File: src/rtl/ps2_frame_rx.sv
// PS/2 device-to-host frame receiver with an AXI-Stream byte output.
// Synchronises and de-glitches the PS/2 lines, then decodes 11-bit frames.
//
// Parameters:
//   FILTER_LEN     equal synchronised samples needed to move the filtered clock
//   TIMEOUT_CYCLES idle cycles after which a partial frame is abandoned
//
// Ports:
//   axis_aclk_i      single rising-edge clock
//   axis_aresetn_i   asynchronous active-low reset
//   ps2_clk_i        raw PS/2 clock pin (asynchronous)
//   ps2_data_i       raw PS/2 data pin (asynchronous)
//   m_axis_tready_i  downstream ready
//   m_axis_tvalid_o  scan-code byte valid
//   m_axis_tdata_o   scan-code byte
//   frame_err_o      one-cycle pulse: bad stop bit, bad parity or timeout
//   overrun_o        one-cycle pulse: good byte dropped, output still held
//
// Build option:
//   PS2_PARITY_CHECK_EN  when defined, frames failing odd parity are
//                        rejected; otherwise the parity bit is ignored.

module ps2_frame_rx #(
  parameter int FILTER_LEN     = 8,
  parameter int TIMEOUT_CYCLES = 50000
) (
  input  logic       axis_aclk_i,
  input  logic       axis_aresetn_i,
  input  logic       ps2_clk_i,
  input  logic       ps2_data_i,
  input  logic       m_axis_tready_i,
  output logic       m_axis_tvalid_o,
  output logic [7:0] m_axis_tdata_o,
  output logic       frame_err_o,
  output logic       overrun_o
);

  localparam int FW = $clog2(FILTER_LEN + 1);
  localparam int TW = $clog2(TIMEOUT_CYCLES + 1);

  localparam logic [FW-1:0] FMAX = FW'(FILTER_LEN - 1);
  localparam logic [TW-1:0] TMAX = TW'(TIMEOUT_CYCLES - 1);

  typedef enum logic [1:0] {
    IDLE,
    DATA,
    PARITY,
    STOP
  } state_t;

  // ------------------------------------------------------------
  // Synchronisers: idle bus level is high, so reset to 1 keeps
  // reset release from looking like a falling clock edge.
  // ------------------------------------------------------------
  logic [1:0] clk_sync;
  logic [1:0] dat_sync;
  logic       clk_s;
  logic       dat_s;

  always_ff @(posedge axis_aclk_i or negedge axis_aresetn_i) begin
    if (!axis_aresetn_i) begin
      clk_sync <= 2'b11;
      dat_sync <= 2'b11;
    end else begin
      clk_sync <= {clk_sync[0], ps2_clk_i};
      dat_sync <= {dat_sync[0], ps2_data_i};
    end
  end

  assign clk_s = clk_sync[1];
  assign dat_s = dat_sync[1];

  // ------------------------------------------------------------
  // Clock filter: count consecutive samples that disagree with
  // the filtered level; flip only on the FILTER_LEN-th one.
  // ------------------------------------------------------------
  logic [FW-1:0] fcnt;
  logic          filt;
  logic          filt_d;
  logic          fall;

  always_ff @(posedge axis_aclk_i or negedge axis_aresetn_i) begin
    if (!axis_aresetn_i) begin
      fcnt   <= '0;
      filt   <= 1'b1;
      filt_d <= 1'b1;
    end else begin
      filt_d <= filt;
      if (clk_s == filt) begin
        fcnt <= '0;
      end else if (fcnt == FMAX) begin
        fcnt <= '0;
        filt <= clk_s;
      end else begin
        fcnt <= fcnt + FW'(1);
      end
    end
  end

  assign fall = filt_d & ~filt;

  // ------------------------------------------------------------
  // Frame FSM
  // ------------------------------------------------------------
  state_t        state;
  state_t        state_n;
  logic [2:0]    bcnt;
  logic [2:0]    bcnt_n;
  logic [7:0]    shreg;
  logic [7:0]    shreg_n;
  logic          par;
  logic          par_n;
  logic [TW-1:0] tcnt;
  logic [TW-1:0] tcnt_n;
  logic          par_ok;
  logic          good;
  logic          bad;
  logic          tout;

`ifdef PS2_PARITY_CHECK_EN
  // Odd parity over data plus parity bit means XOR of all nine is 1.
  assign par_ok = ^{shreg, par};
`else
  assign par_ok = 1'b1;
`endif

  always_ff @(posedge axis_aclk_i or negedge axis_aresetn_i) begin
    if (!axis_aresetn_i) begin
      state <= IDLE;
      bcnt  <= '0;
      shreg <= '0;
      par   <= 1'b0;
      tcnt  <= '0;
    end else begin
      state <= state_n;
      bcnt  <= bcnt_n;
      shreg <= shreg_n;
      par   <= par_n;
      tcnt  <= tcnt_n;
    end
  end

  always_comb begin
    state_n = state;
    bcnt_n  = bcnt;
    shreg_n = shreg;
    par_n   = par;
    tcnt_n  = '0;
    good    = 1'b0;
    bad     = 1'b0;
    tout    = 1'b0;

    // Inactivity counter runs only while a frame is in flight.
    if (state != IDLE) begin
      tcnt_n = fall ? '0 : tcnt + TW'(1);
    end

    unique case (state)
      IDLE: begin
        if (fall && !dat_s) begin
          state_n = DATA;
          bcnt_n  = '0;
          shreg_n = '0;
        end
      end
      DATA: begin
        if (fall) begin
          shreg_n = {dat_s, shreg[7:1]};
          bcnt_n  = bcnt + 3'd1;
          if (bcnt == 3'd7) begin
            state_n = PARITY;
          end
        end
      end
      PARITY: begin
        if (fall) begin
          par_n   = dat_s;
          state_n = STOP;
        end
      end
      STOP: begin
        if (fall) begin
          state_n = IDLE;
          if (dat_s && par_ok) begin
            good = 1'b1;
          end else begin
            bad = 1'b1;
          end
        end
      end
      default: begin
        state_n = IDLE;
      end
    endcase

    if ((state != IDLE) && !fall && (tcnt == TMAX)) begin
      tout    = 1'b1;
      state_n = IDLE;
      bcnt_n  = '0;
      shreg_n = '0;
      tcnt_n  = '0;
    end
  end

  // ------------------------------------------------------------
  // Output register and status pulses
  // ------------------------------------------------------------
  logic       tvalid_n;
  logic [7:0] tdata_n;
  logic       ferr_n;
  logic       ovr_n;

  always_comb begin
    tvalid_n = m_axis_tvalid_o & ~m_axis_tready_i;
    tdata_n  = m_axis_tdata_o;
    ferr_n   = bad | tout;
    ovr_n    = 1'b0;
    if (good) begin
      // Slot is free if empty or being drained this same cycle.
      if (!m_axis_tvalid_o || m_axis_tready_i) begin
        tvalid_n = 1'b1;
        tdata_n  = shreg;
      end else begin
        ovr_n = 1'b1;
      end
    end
  end

  always_ff @(posedge axis_aclk_i or negedge axis_aresetn_i) begin
    if (!axis_aresetn_i) begin
      m_axis_tvalid_o <= 1'b0;
      m_axis_tdata_o  <= 8'h00;
      frame_err_o     <= 1'b0;
      overrun_o       <= 1'b0;
    end else begin
      m_axis_tvalid_o <= tvalid_n;
      m_axis_tdata_o  <= tdata_n;
      frame_err_o     <= ferr_n;
      overrun_o       <= ovr_n;
    end
  end

endmodule

File: config.mk
export PLATFORM = sky130hd
export DESIGN_NAME = ps2_frame_rx
export DESIGN_NICKNAME = d
export VERILOG_FILES = /design/src/rtl/ps2_frame_rx.sv
export SDC_FILE = /design/constraint.sdc
export NUM_CORES = 1
export LEC_CHECK = 0
export CAP_MARGIN = 0
export CORE_UTILIZATION = 45
export CTS_CLUSTER_DIAMETER = 80
export DETAILED_ROUTE_END_ITERATION = 7
export GPL_TIMING_DRIVEN = 0
export MAX_ROUTING_LAYER = met4
export PLACE_DENSITY = 0.7
export SKIP_LAST_GASP = 1
export SLEW_MARGIN = 20
export SYNTH_ARGS = -nofsm -noshare
export SYNTH_HDL_FRONTEND = slang
export SYNTH_SLANG_ARGS = --single-unit
File: constraint.sdc
create_clock -name axis_aclk_i -period 2.29 [get_ports axis_aclk_i]
set_clock_uncertainty 0.15 [all_clocks]
set_input_delay 0.5725 -clock axis_aclk_i [delete_from_list [all_inputs] [get_ports axis_aclk_i]]
set_output_delay 0.5725 -clock axis_aclk_i [all_outputs]
set_load 0.05 [all_outputs]
==> summary.txt, run 1 <==
Finish
  • Area grow syn2layout: 15.7%
  • Core Util, Final: 55.9%
  • Nets: about 220
  • Fin cells: 257
  • Layout cells sized above 1: 18.0%
  • N_diodes: 0

STA
  • Final Max Tran Viols: 0
  • Unrepaired setup endpoints after global routing: false
  • TNS Setup: 0 ns
  • Worst slew pin tran: 0.506 ns
  • Max Fclk: 449 MHz
  • # setup viols final: 0
  • Final worst slack: around 0.065 ns
  • Tcrit/Tclk final: 97.2%
  • Post-layout minimum cycle time: between 2 and 2.5 ns
  • Hold Vio Cnt, Final: 0
  • Max transition margin: about 66%

Placed design
  • Routability congestion estimate from global placement: between 0.8 and 0.9
  • IO buf count: 15
  • Worst slack at placement: 0.0365 ns
  • Detailed Place HPWL: between 2000 and 3000 um
  • DP Cell Count: ~250

Floorplanning
  • Die area: between 0.005 and 0.006 mm2
  • Placeable Area: about 0.0045 mm2
  • Die height: roughly 70 um
  • Starting Density: 48.4%
  • Rows: 24
  • Die Wd: about 70 um
  • Ports: 16

Power and ir drop
  • Cell Pwr Density: 846 mW/mm2
  • Tot Pwr: around 2.1 mW
  • Worst vdd ir: 0.000417 V
  • Leak: 1.10 nW

Yosys
  • Gate Count Post-Synth: 181
  • Ranking of synthesized cells by area: dfrtp_1 (51%), dfstp_2 (7.2%), xnor2_1 (6.0%)
  • Ys Warns: 0
  • Synth top area share: 50.5%
  • Netlist cell types: 34
  • Syn_area_per_cell: ~12 um2
  • Syn Nets: 194
  • Post-synthesis sequential area ratio: 57.8%
  • Number of synthesized register bits: 50
  • Area leader, netlist: dfrtp_1
  • Synth Cell Area: 0.00218 mm2

Run
  • Max-cap violations: 0

Global route
  • Aggregate global routing overflow: 0
  • First-pass GRT wire length: 6700 um
  • GR Util All Layers: 17.4%
  • Vias in the first global route: 1435
  • Initial antenna violation count: 0
  • Largest net degree at the start of global routing: 32

Setup path
  • Arr. time, crit path: 2.25 ns
  • Crit path launch type: flop
  • WP data required: about 2.3 ns
  • Max FO, Critical Path: 10
  • WS Path Type: flop to flop
  • Worst Setup End Kind: flop

Clock tree
  • TritonCTS buffer count: 5
  • CTS tree: yes
  • CTS Sinks: 50
  • Setup bufs post-CTS: 0
  • Root Buffer Master: clkbuf_8
  • CTS clk-pin slew, worst paths: around 0.090 ns
  • Worst skew pair latency: about 0.29 ns
  • Max clock buf depth: 2
  • H-tree Lvls: 2

Routing
  • DRC: 0
  • Post-route ant nets: 0
  • DR vias/cell: 5.50
  • DR iter-0 viols: around 110
  • Total vias in the final route: between 1000 and 1500
  • Final WL: ~3800 um
  • Drt first pass iters: 4
  • Drt wl/cell: around 15 um

Status
  • Status: completed

Worst hold path
  • Hold crit path type: input pin to async pin
==> critical path: stages, from the launching register on <==
cell and delay (ns):
dfrtp_1 0.44, or4b_1 0.60, or4_4 0.55, nand2_2 0.16
buf_6 0.16, nor2_1 0.06
==> cells in the mapped netlist, drive strengths merged <==
library cell,number
and3,1
dfrtp,44
o211ai,1
nand4b,1
xor2,1
or3,1
o2bb2ai,1
a21o,2
nand4,3
nor3,7
a22o,9
nand2b,4
clkbuf,1
nor2,24
dfstp,6
nand2,8
mux2,11
o221ai,1
ha,8
inv,5
or4b,2
nor3b,1
or4,1
o32ai,1
a21oi,3
xnor2,15
nor2b,4
o21ai,1
nand3,8
buf,2
nor4,4
==> report_power, final <==
| group | total (mW) | leakage, nW | internal, mW | switching, mW |
|---|---|---|---|---|
| sequential | 1.08 | 0.669 | 0.991 | 0.0852 |
| combinational | 0.544 | 0.382 | 0.230 | 0.314 |
| clock | 0.511 | 0.0472 | 0.243 | 0.268 |
==> cell type report <==
class / instances / area [um2]
clock inverter: 2 / 12.5
buffer: 3 / 21.3
fill: 381 / 1980
timing repair buffer: 16 / 165
inverter: 5 / 18.8
multi-input combinational: 123 / 896
clock buffer: 6 / 82.6
sequential: 50 / 1260
tap: 52 / 65.1
==> path summary, 6_finish.rpt <==
path	start	endpoint	slack, ns	cells past startpoint
worst max-delay path	tcnt[5]$_DFF_PN0_	tcnt[14]$_DFF_PN0_	0.07	5
worst min-delay path	axis_aresetn_i	fcnt[3]$_DFF_PN0_	0.06	1
worst max register to register	tcnt[5]$_DFF_PN0_	tcnt[14]$_DFF_PN0_	0.07	5
worst min register to register	clk_sync[0]$_DFF_PN1_	clk_sync[1]$_DFF_PN1_	0.20	0
max in group asynchronous	axis_aresetn_i	m_axis_tdata_o[6]$_DFFE_PN0P_	1.42	2
min in group axis_aclk_i	clk_sync[0]$_DFF_PN1_	clk_sync[1]$_DFF_PN1_	0.20	0
==> flip-flops by register name, summed over array words and instances, names as in the netlist, 2 cells and up <==
| signal | count |
|---|---|
| state | 2 |
| tcnt | 16 |
| fcnt | 4 |
| m_axis_tdata_o | 8 |
| bcnt | 3 |
| shreg | 8 |
| dat_sync | 2 |
| clk_sync | 2 |
==> through the flow <==
step                      area, um2  hold WS (ns)
final                          2520        0.0605
after global routing           2520        0.0827
after CTS                      2500        0.0688
after detailed placement       2410         0.199
after global placement         2390         0.196
after floorplan                2180         0.127
==> layer usage <==
layer  up-vias  routed length, um  track usage (%)
met5         -                  0                -
li1        678                  -                -
met3         6                 66             3.23
met4         0                 45             6.54
met2        13               1900             27.9
met1       716               1810             22.3
==> layout by cell type, fill, tap and decap left out, types with 5 or more instances in the layout <==
cell type and n:
nor3_1 6, clkbuf_8 6, inv_1 5, nand2_1 7, a22o_1 9, nand3_1 7, nor2_1 24, xnor2_1 15
dfrtp_1 44, dfstp_2 6, clkdlybuf4s50_1 14, mux2_2 11, ha_1 8
==> repair_timing <==
item                                    in CTS  in global routing
resized for setup                            0                  5
endpoints found under the setup margin       0                 22
hold buffers                                 0                  0
==> cell families after synthesis <==
logic type / after synthesis / share of synthesized area, %
adders and majority gates: 8 / 4.60
buffers and inverters: 8 / 1.78
DFF: 50 / 57.8
and+or+nand+nor: 69 / 16.7
xor gates and xnor gates: 16 / 6.43
muxes: 11 / 5.69
AOI/OAI and AO/OA: 19 / 7.06
(Power assumes the default switching activity.)
==> run 2, diff against run 1 <==
--- a/config.mk
+++ b/config.mk
@@ -12,7 +12,7 @@
 export GPL_TIMING_DRIVEN = 0
 export MAX_ROUTING_LAYER = met4
 export PLACE_DENSITY = 0.7
-export SKIP_LAST_GASP = 1
+export SETUP_SLACK_MARGIN = 0.15
 export SLEW_MARGIN = 20
 export SYNTH_ARGS = -nofsm -noshare
 export SYNTH_HDL_FRONTEND = slang
==> run 2 against run 1 <==
Effect of this change: clock power is 0.8% higher; count of clock-buffer cells in the layout unchanged; wire length rose by 4.6%; first-iteration DRC count increased by 5.7%; final cell count increased by 3.5%; via count increased by 3.8%; sequential power about the same; core utilization grew 1.6 points; sequential share of layout area is 1.4 points lower; combinational power increased by 9.2%; critical endpoint unchanged.
==> summary.txt, run 2 (same netlist as run 1, synthesis figures left out) <==
Clock tree
  • CTS Sinks: 50 (unchanged)
  • CTS tree: yes
  • TritonCTS buffer count: 5 (unchanged)
  • Root Buffer Master: clkbuf_8
  • Max clock buf depth: 2 (unchanged)
  • H-tree Lvls: 2 (unchanged)
  • CTS clk-pin slew, worst paths: 0.08 ns (about the same)
  • Worst skew pair latency: 0.29 ns (about the same)

Finish
  • Most frequent cells in the layout: dfrtp_1 (43), nor2_1 (24), xnor2_1 (15)
  • Largest registers: tcnt (16), m_axis_tdata_o (8), shreg (8)
  • Largest register by flop count: tcnt
  • Max FFs per register: 16 (unchanged)
  • Core Util, Final: 57.6% (+1.6 points)
  • Fin cells: 266 (+3.5%)
  • Layout cells sized above 1: 23.4% (+5.3 points)
  • N_diodes: 0 (unchanged)
  • Nets: 226 (+4.1%)
  • Area grow syn2layout: 19.0%
  • Commonest non-fill, non-tap cell in the layout: dfrtp_1

Routing
  • DRC: 0 (unchanged)
  • Total vias in the final route: 1466 (+3.8%)
  • Drt wl/cell: 15.1 um (+1.1%)
  • DR vias/cell: 5.51 (+0.24%)
  • Final WL: 4010 um (+4.6%)
  • DR iter-0 viols: 112 (+5.7%)
  • Post-route ant nets: 0 (unchanged)
  • Drt first pass iters: 4 (unchanged)

Placed design
  • Detailed Place HPWL: 2850 um (unchanged)
  • DP Cell Count: 249 (unchanged)
  • IO buf count: 15 (unchanged)
  • Routability congestion estimate from global placement: 0.814 (unchanged)
  • Worst slack at placement: 0.0365 ns (unchanged)

STA
  • Unrepaired setup endpoints after global routing: true
  • Max Fclk: 471 MHz (+4.8%)
  • Final Max Tran Viols: 0 (unchanged)
  • Post-layout minimum cycle time: 2.12 ns (-0.102 ns)
  • Worst slew pin tran: 0.519 ns (+0.0123 ns)
  • Tcrit/Tclk final: 92.7% (-4.4 points)
  • Min Hold Slack: 0.0622 ns (+0.00168 ns)
  • Hold Vio Cnt, Final: 0 (unchanged)
  • Final worst slack: 0.167 ns (+0.102 ns)
  • Max transition margin: 65.1% (-1.1 points)
  • # setup viols final: 0 (unchanged)

Global route
  • GR Util All Layers: 17.8% (+0.41 points)
  • First-pass GRT wire length: 6840 um (+2.2%)
  • Vias in the first global route: 1482 (+3.3%)
  • Aggregate global routing overflow: 0 (unchanged)
  • Largest net degree at the start of global routing: 32 (unchanged)
  • Initial antenna violation count: 0 (unchanged)

Floorplanning
  • Die area: 0.00512 mm2 (unchanged)
  • Ports: 16 (unchanged)
  • Starting Density: 48.4% (unchanged)
  • Rows: 24 (unchanged)
  • Die height: 71.6 um (unchanged)
  • Die Wd: 71.6 um (unchanged)
  • Placeable Area: 0.00450 mm2 (unchanged)

Setup path
  • WS Path Type: flop to flop
  • Arr. time, crit path: 2.15 ns (-0.10 ns)
  • WP data required: 2.32 ns (about the same)
  • Worst path top cell family by delay: simple AND/OR/NAND/NOR gates
  • Max FO, Critical Path: 10 (unchanged)
  • Crit path launch type: flop
  • Crit-path cells: or4b_4 -> or4_4 -> nand2_4 -> buf_6 -> nor2_1
  • Crit-path max cell delay: 0.58 ns (-0.02 ns)
  • CP bufs+invs: 1 (unchanged)
  • Worst-path cell with the longest stage delay: or4_4
  • Worst Setup End Kind: flop

Status
  • Status: completed

Run
  • Max-cap violations: 0 (unchanged)

Power and ir drop
  • Leak: 1.20 nW (+9.6%)
  • Cell Pwr Density: 844 mW/mm2 (-0.21%)
  • Worst vdd ir: 0.000440 V (+5.6%)

Worst hold path
  • Hold crit path type: input pin to async pin
run 2: metal layers:
layer,track usage (%),share of wire (%),up-vias
li1,-,-,699
met1,22.4,47,741
met2,28.9,50,20
met3,3.38,2.3,6
met4,6.97,1.1,0
met5,-,0,-
run 2: path summary, 6_finish.rpt:
path / startpoint / end / slack, ns / cells past startpoint
max: tcnt[5]$_DFF_PN0_ / tcnt[14]$_DFF_PN0_ / 0.17 / 5
min: axis_aresetn_i / fcnt[3]$_DFF_PN0_ / 0.06 / 1
max reg2reg: tcnt[5]$_DFF_PN0_ / tcnt[14]$_DFF_PN0_ / 0.17 / 5
min reg2reg: clk_sync[0]$_DFF_PN1_ / clk_sync[1]$_DFF_PN1_ / 0.20 / 0
max in group asynchronous: axis_aresetn_i / tcnt[12]$_DFF_PN0_ / 1.40 / 2
min in group axis_aclk_i: clk_sync[0]$_DFF_PN1_ / clk_sync[1]$_DFF_PN1_ / 0.20 / 0
run 2: power breakdown:
group | switching [mW] | internal [mW] | leakage (nW)
Clock | 0.272 | 0.243 | 0.0472
Sequential | 0.0876 | 0.991 | 0.667
Combinational | 0.330 | 0.263 | 0.490
run 2: repair_timing:
action / 4_1_cts / 5_1_grt
pin swaps: 2 / 2
buffers inserted: 2 / 7
endpoints found under the setup margin: 33 / 29
hold buffers: 0 / 0
gates resized for setup: 18 / 4
run 2: stage by stage:
step	TNS (ns)	power, mW	cell area (um2)
floorplan	0	1.48	2180
global placement	-35.51	1.58	2390
detailed placement	0	1.63	2410
CTS	0	2.17	2530
global route	0	2.31	2590
finish	0	2.19	2590
run 2: worst register-to-register path: cells and delay by family, from the launching register on:
kind | cells | cell delay, ns
flops | 1 | 0.40
simple gates | 4 | 1.32
buf+inv | 1 | 0.15
run 2: layout make-up:
| cell class | count | area (um2) |
|---|---|---|
| Fill cell | 381 | 1910 |
| Sequential cell | 50 | 1260 |
| Multi-Input combinational cell | 123 | 911 |
| Timing Repair Buffer | 25 | 219 |
| Clock buffer | 6 | 82.6 |
| Tap cell | 52 | 65.1 |
| Buffer | 3 | 23.8 |
| Inverter | 5 | 18.8 |
| Clock inverter | 2 | 12.5 |
